`src/rtl/mem_pkg.sv`:
```
// Shared encodings for the data-memory access path: sizes, exception codes,
// FSM states and the cause numbers the exception handler reports.
package mem_pkg;

  localparam logic [1:0] SZ_WORD = 2'b00;
  localparam logic [1:0] SZ_HALF = 2'b01;
  localparam logic [1:0] SZ_BYTE = 2'b10;

  localparam logic [1:0] EXC_NONE    = 2'b00;
  localparam logic [1:0] EXC_LD_MIS  = 2'b01;
  localparam logic [1:0] EXC_ST_MIS  = 2'b10;
  localparam logic [1:0] EXC_TIMEOUT = 2'b11;

  typedef enum logic [1:0] {
    ST_IDLE = 2'b00,
    ST_REQ  = 2'b01,
    ST_RESP = 2'b10,
    ST_DONE = 2'b11
  } state_e;

  // Cause numbers the exception handler records for data-memory faults.
  localparam logic [3:0] DM_CAUSE_LD_MIS   = 4'd4;
  localparam logic [3:0] DM_CAUSE_LD_FAULT = 4'd5;
  localparam logic [3:0] DM_CAUSE_ST_MIS   = 4'd6;
  localparam logic [3:0] DM_CAUSE_ST_FAULT = 4'd7;

  function automatic logic [3:0] dm_cause(input logic [1:0] code, input logic we);
    case (code)
      EXC_LD_MIS:  dm_cause = DM_CAUSE_LD_MIS;
      EXC_ST_MIS:  dm_cause = DM_CAUSE_ST_MIS;
      EXC_TIMEOUT: dm_cause = we ? DM_CAUSE_ST_FAULT : DM_CAUSE_LD_FAULT;
      default:     dm_cause = 4'd0;
    endcase
  endfunction

  // Size 11 falls into the default arm and is treated as a word.
  function automatic logic is_misaligned(input logic [1:0] size, input logic [1:0] addr_lo);
    case (size)
      SZ_BYTE: is_misaligned = 1'b0;
      SZ_HALF: is_misaligned = addr_lo[0];
      default: is_misaligned = |addr_lo;
    endcase
  endfunction

endpackage

```
`src/rtl/mem_access_unit_lane_align.sv`:
```
// Byte-lane steering for the data bus: store enables/replication, alignment
// check and load lane extraction with sign or zero extension.
module lane_align
  import mem_pkg::*;
(
  input  logic [1:0]  size_i,
  input  logic        signed_i,
  input  logic [1:0]  addr_lo_i,
  input  logic [31:0] wdata_i,
  input  logic [31:0] rdata_i,
  output logic [3:0]  be_o,
  output logic [31:0] wdata_o,
  output logic        misaligned_o,
  output logic [31:0] ld_data_o
);

  logic [7:0]  lane [4];
  logic [7:0]  byte_sel;
  logic [15:0] half_sel;

  for (genvar gi = 0; gi < 4; gi++) begin : g_lane
    assign lane[gi] = rdata_i[8*gi +: 8];
  end

  assign byte_sel     = lane[addr_lo_i];
  assign half_sel     = addr_lo_i[1] ? rdata_i[31:16] : rdata_i[15:0];
  assign misaligned_o = is_misaligned(size_i, addr_lo_i);

  always_comb begin
    be_o      = 4'b1111;
    wdata_o   = wdata_i;
    ld_data_o = rdata_i;
    case (size_i)
      SZ_BYTE: begin
        be_o      = 4'b0001 << addr_lo_i;
        wdata_o   = {4{wdata_i[7:0]}};
        ld_data_o = {{24{signed_i & byte_sel[7]}}, byte_sel};
      end
      SZ_HALF: begin
        be_o      = addr_lo_i[1] ? 4'b1100 : 4'b0011;
        wdata_o   = {2{wdata_i[15:0]}};
        ld_data_o = {{16{signed_i & half_sel[15]}}, half_sel};
      end
      default: ;
    endcase
  end

endmodule

```
`src/rtl/mem_access_unit.sv`:
```
// MEM-stage load/store initiator: one op at a time on the req/gnt/rvalid
// data bus, stalling the pipeline until the access completes or faults.
module mem_access_unit
  import mem_pkg::*;
#(
  parameter int unsigned TIMEOUT_CYCLES = 255
) (
  input  logic        clk,
  input  logic        reset,
  input  logic        op_valid,
  input  logic        op_we,
  input  logic [1:0]  op_size,
  input  logic        op_signed,
  input  logic [31:0] op_addr,
  input  logic [31:0] op_wdata,
  input  logic [31:0] op_pc,
  output logic        stall,
  output logic        ld_valid,
  output logic [31:0] ld_data,
  output logic        exc_valid,
  output logic [1:0]  exc_code,
  output logic [31:0] exc_addr,
  output logic [31:0] exc_pc,
  output logic        mem_req,
  output logic        mem_we,
  output logic [31:0] mem_addr,
  output logic [3:0]  mem_be,
  output logic [31:0] mem_wdata,
  input  logic        mem_gnt,
  input  logic        mem_rvalid,
  input  logic [31:0] mem_rdata
);

  localparam logic [15:0] CNT_LAST = 16'(TIMEOUT_CYCLES - 1);

  state_e      state_q;
  logic [15:0] cnt_q, cnt_d;
  logic        we_q, signed_q;
  logic [1:0]  size_q;
  logic [31:0] addr_q, pc_q;
  logic        mem_req_q, mem_we_q;
  logic [31:0] mem_addr_q, mem_wdata_q;
  logic [3:0]  mem_be_q;
  logic        ld_valid_q, exc_valid_q;
  logic [31:0] ld_data_q, exc_addr_q, exc_pc_q;
  logic [1:0]  exc_code_q;

  logic        in_idle, cnt_expired;
  logic [3:0]  al_be;
  logic [31:0] al_wdata, al_ld_data;
  logic        al_misaligned;

  // In IDLE the aligner looks at the incoming op; afterwards at the latched one.
  assign in_idle     = (state_q == ST_IDLE);
  assign cnt_d       = cnt_q + 16'd1;
  assign cnt_expired = (cnt_q == CNT_LAST);

  lane_align u_align (
    .size_i       (in_idle ? op_size : size_q),
    .signed_i     (in_idle ? op_signed : signed_q),
    .addr_lo_i    (in_idle ? op_addr[1:0] : addr_q[1:0]),
    .wdata_i      (op_wdata),
    .rdata_i      (mem_rdata),
    .be_o         (al_be),
    .wdata_o      (al_wdata),
    .misaligned_o (al_misaligned),
    .ld_data_o    (al_ld_data)
  );

  always_ff @(posedge clk) begin
    if (reset) begin
      state_q     <= ST_IDLE;
      cnt_q       <= 16'd0;
      we_q        <= 1'b0;
      signed_q    <= 1'b0;
      size_q      <= SZ_WORD;
      addr_q      <= 32'd0;
      pc_q        <= 32'd0;
      mem_req_q   <= 1'b0;
      mem_we_q    <= 1'b0;
      mem_addr_q  <= 32'd0;
      mem_be_q    <= 4'd0;
      mem_wdata_q <= 32'd0;
      ld_valid_q  <= 1'b0;
      ld_data_q   <= 32'd0;
      exc_valid_q <= 1'b0;
      exc_code_q  <= EXC_NONE;
      exc_addr_q  <= 32'd0;
      exc_pc_q    <= 32'd0;
    end else begin
      ld_valid_q  <= 1'b0;
      exc_valid_q <= 1'b0;
      case (state_q)
        ST_IDLE: begin
          if (op_valid) begin
            we_q     <= op_we;
            size_q   <= op_size;
            signed_q <= op_signed;
            addr_q   <= op_addr;
            pc_q     <= op_pc;
            if (al_misaligned) begin
              state_q     <= ST_DONE;
              exc_valid_q <= 1'b1;
              exc_code_q  <= op_we ? EXC_ST_MIS : EXC_LD_MIS;
              exc_addr_q  <= op_addr;
              exc_pc_q    <= op_pc;
            end else begin
              state_q     <= ST_REQ;
              cnt_q       <= 16'd0;
              mem_req_q   <= 1'b1;
              mem_we_q    <= op_we;
              mem_addr_q  <= {op_addr[31:2], 2'b00};
              mem_be_q    <= al_be;
              mem_wdata_q <= al_wdata;
            end
          end
        end
        ST_REQ: begin
          if (mem_gnt) begin
            state_q   <= ST_RESP;
            mem_req_q <= 1'b0;
            cnt_q     <= cnt_d;
          end else if (cnt_expired) begin
            state_q     <= ST_DONE;
            mem_req_q   <= 1'b0;
            exc_valid_q <= 1'b1;
            exc_code_q  <= EXC_TIMEOUT;
            exc_addr_q  <= addr_q;
            exc_pc_q    <= pc_q;
          end else begin
            cnt_q <= cnt_d;
          end
        end
        ST_RESP: begin
          if (mem_rvalid) begin
            state_q <= ST_DONE;
            if (!we_q) begin
              ld_valid_q <= 1'b1;
              ld_data_q  <= al_ld_data;
            end
          end else if (cnt_expired) begin
            state_q     <= ST_DONE;
            exc_valid_q <= 1'b1;
            exc_code_q  <= EXC_TIMEOUT;
            exc_addr_q  <= addr_q;
            exc_pc_q    <= pc_q;
          end else begin
            cnt_q <= cnt_d;
          end
        end
        ST_DONE: state_q <= ST_IDLE;
        default: state_q <= ST_IDLE;
      endcase
    end
  end

  assign stall     = (in_idle & op_valid) | (state_q == ST_REQ) | (state_q == ST_RESP);
  assign ld_valid  = ld_valid_q;
  assign ld_data   = ld_data_q;
  assign exc_valid = exc_valid_q;
  assign exc_code  = exc_code_q;
  assign exc_addr  = exc_addr_q;
  assign exc_pc    = exc_pc_q;
  assign mem_req   = mem_req_q;
  assign mem_we    = mem_we_q;
  assign mem_addr  = mem_addr_q;
  assign mem_be    = mem_be_q;
  assign mem_wdata = mem_wdata_q;

endmodule

```
`config.mk`:
```
export PLATFORM = sky130hd
export DESIGN_NAME = mem_access_unit
export DESIGN_NICKNAME = d
export VERILOG_FILES = /design/src/rtl/mem_pkg.sv /design/src/rtl/mem_access_unit_lane_align.sv /design/src/rtl/mem_access_unit.sv
export SDC_FILE = /design/constraint.sdc
export NUM_CORES = 1
export LEC_CHECK = 0
export ABC_AREA = 1
export CORE_MARGIN = 2
export CORE_UTILIZATION = 49
export CTS_CLUSTER_SIZE = 14
export DETAILED_ROUTE_END_ITERATION = 16
export PLACE_DENSITY = 0.93
export SLEW_MARGIN = 20
export SYNTH_ARGS = -nofsm -noshare
export SYNTH_HDL_FRONTEND = slang
export SYNTH_SLANG_ARGS = --single-unit
```
`constraint.sdc`:
```
create_clock -name clk -period 2.9 [get_ports clk]
set_input_delay 0.58 -clock clk [delete_from_list [all_inputs] [get_ports clk]]
set_output_delay 0.58 -clock clk [all_outputs]
set_load 0.05 [all_outputs]
```
==> qor.yml <==
power:
  p_sw_share_pct: 47.8
  ir_drop_mv: 0.687
  leakage_uw: 0.00659
  p_comb_share_pct: 55.9
  p_per_area_nw_per_um2: 1240
  internal_power_uw: 10300
  pwr-share-clk_pct: 18.4
  p_switching_uw: 9460
  pwr-share-seq_pct: 25.8
logic_synthesis:
  yosysSeqAreaShare_pct: 44.4
  synth_warnings: 0
  syn_inst: 1640
  synth.area.top_cells: "dfxtp_1 (44%), o21ai_0 (11%), nand2_1 (10%)"
  syn_area_um2: 11400
  avgSynthCellArea_um2: 6.98
  synth_top_area_share_pct: 44.4
  synth_top_area_cell: "dfxtp_1"
  async_reset_ff_share_pct: 0
  synth.ff_latch_count: 254
  ys_types: 40
  synth_edf_count: 0
  synthFlopType: "dfxtp_1"
  synth_top_cells_by_count: "nand2_1 (314), o21ai_0 (261), dfxtp_1 (254)"
  yosysMostFrequentCell: "nand2_1"
floorplan:
  die_x_um: 157
  pin_count: 308
  die_h_um: 157
  dieArea_um2: 24600
  core_um2: 22800
  start_util_pct: 50.2
  rows: 55
sta:
  slew_viol_final: 0
  fin_skew_ns: 0.0168
  slew_headroom_pct: 31.3
  worstMarginPinSlew_ns: 1.03
  holdWs_ns: 0.442
  setup_violations: 0
  min_period_ns: 2.75
  fmax_ghz: 0.364
  period_share_pct: 94.8
  hold_viol: 0
drt:
  firstDrtPassIters: 5
  drc: 0
  drt_iter0_markers: 907
  routed_wl_um: 38700
  vias_per_cell: 5.56
  antenna_left: 0
  vias: 12554
  detail_route.wl_per_cell_um: 17.1
global_route:
  grt_pass1_vias: 12238
  gr-usage-all-layers_pct: 30.1
  grt_pass1_wl_um: 60600
  overflow: 0
  antenna_found_initial: 1
  grt_max_degree: 77
clocking:
  cts_tree: "yes"
  path_clk_slew_ns: 0.06
  htreeDepth: 1
  cts_buffer_depth: 3
  cts_sinks: 254
  insertion_delay_ns: 0.54
  cts_buffers: 27
  cts_hold_buf: 0
  cts_root_buf: "clkbuf_16"
worst_setup_path:
  required_ns: 3.31
  crit_arrival_ns: 3.16
  cp_max_fo: 27
  cp-start-kind: "flop"
  crit_type: "reg2reg"
  setup.worst_path.end_class: "flop"
placement:
  port_buffers: 305
  place.gp.congestion: 0.954
  place_hpwl_um: 26400
worst_hold_path:
  hp-class: "reg2reg"
flow_run:
  max-cap-violations: 0
finish:
  nFillCells: 1738
  final_util_pct: 70.0
  synthToLayoutAreaGrowth_pct: 39.4
  diodes: 0
  drive_gt1_share_pct: 6.33
  fin_nets: 2070
status:
  status: "finished, final reports clean"
==> cell families (layout without fill, tap and decap cells) <==
group | count (synthesis) | in the layout | synth area share [%]
AO/OA/AOI/OAI | 577 | 577 | 26.3
AND/OR/NAND/NOR | 503 | 503 | 17.8
buffers and inverters | 295 | 597 | 10.3
flip-flops | 254 | 254 | 44.4
adder cells (fa/ha/maj) | 10 | 10 | 1.09
other | 1 | 2 | 0.0328
==> placed cells by master (no fill, tap or decap), types with 2 or more instances in the layout <==
master,netlist,layout
nor3_1,6,6
clkbuf_1,61,4
clkdlybuf4s50_1,0,304
inv_2,3,4
nand3b_1,2,2
o21ai_0,261,260
nand2_4,2,2
o22ai_1,13,13
nand2_1,314,313
dfxtp_1,254,254
clkbuf_16,0,28
a22oi_1,7,7
nor2_2,0,2
nand4_1,11,11
ha_1,10,8
conb_1,1,2
or2_0,2,2
o21bai_1,4,4
o211ai_1,7,7
inv_1,184,183
a31oi_1,20,20
nand3_1,24,24
nor2_1,132,130
a21boi_0,2,2
nand2_2,4,5
a211oi_1,4,4
o21ai_1,22,23
buf_4,5,41
nand3_4,2,2
clkinvlp_4,0,2
clkbuf_8,0,7
clkinv_2,0,4
bufinv_16,0,3
buf_12,0,12
a21oi_1,233,233
inv_4,1,2
==> repair_timing <==
action / CTS / global route
resized for setup: 0 / 4
endpoints found under the setup margin: 0 / 107
buffers inserted: 0 / 4
endpoints found under the hold margin: 0 / 0
==> power by group through the flow <==
| stage | clock [uW] | sequential [uW] | combinational [uW] |
|---|---|---|---|
| 3_5_place_dp | 0 | 5120 | 10700 |
| 3_3_place_gp | 0 | 5080 | 10400 |
| 4_1_cts | 3660 | 5090 | 10800 |
| 6_report | 3640 | 5100 | 11100 |
| 5_1_grt | 3820 | 5190 | 11800 |
| 2_1_floorplan | 0 | 7600 | 4510 |
==> routing by layer <==
| metal | share of wire [%] | wire, um | GRT usage [%] |
|---|---|---|---|
| met2 | 48 | 18600 | 52.1 |
| met5 | 0 | 0 | 0 |
| met3 | 9.9 | 3830 | 6.73 |
| met4 | 4.7 | 1810 | 14.1 |
| met1 | 37 | 14400 | 35.2 |
==> metrics by stage <==
stage / instances / instance area [um2] / TNS (ns) / worst slack (ns) / total power [uW]
CTS: 2251 / 15900 / 0 / 0.0449 / 19600
detailed placement: 2202 / 15000 / -0.769 / -0.0767 / 15800
global placement: 2202 / 15000 / -0.116 / -0.0388 / 15500
global route: 2256 / 16000 / -0.0134 / -0.00739 / 20900
finish: 2256 / 16000 / 0 / 0.151 / 19800
floorplan: 1641 / 11400 / 0 / 0.461 / 12100
==> worst paths after layout <==
kind | start | end | slack, ns | depth (start not counted)
min reg2reg | exc_addr[22] | exc_addr[22] | 0.44 | 2
max reg2reg | state_q[1] | exc_pc[7] | 0.15 | 12
max | state_q[1] | exc_pc[7] | 0.15 | 12
min | exc_addr[22] | exc_addr[22] | 0.44 | 2
==> worst max-delay path: stages (launching register included) <==
cell and delay [ns]:
dfxtp_1 0.42, inv_1 0.12, ha_4 0.21, inv_2 0.17, or2_2 0.14, o21ai_0 0.13
ha_1 0.40, nand2_2 0.12, nand2_2 0.12, nand3_4 0.20, buf_12 0.23, o21ai_0 0.27
a21oi_1 0.08
==> layout make-up <==
class,count,area (um2),area share (%)
Clock buffer,38,787,4.93
Clock inverter,11,154,0.965
Inverter,190,718,4.50
Multi-Input combinational cell,1092,5200,32.6
Sequential cell,254,5080,31.9
Tap cell,313,392,2.45
Timing Repair Buffer,358,3620,22.7
==> state kept, by name (all words and copies together) (netlist names), 2 cells and up <==
name       flops
size_q         2
exc_code       2
cnt_q         16
mem_be         4
state_q        2
addr_q        32
exc_pc        32
mem_wdata     32
pc_q          32
exc_addr      32
mem_addr      30
ld_data       32
No activity file was read; power rests on OpenSTA's default activity.
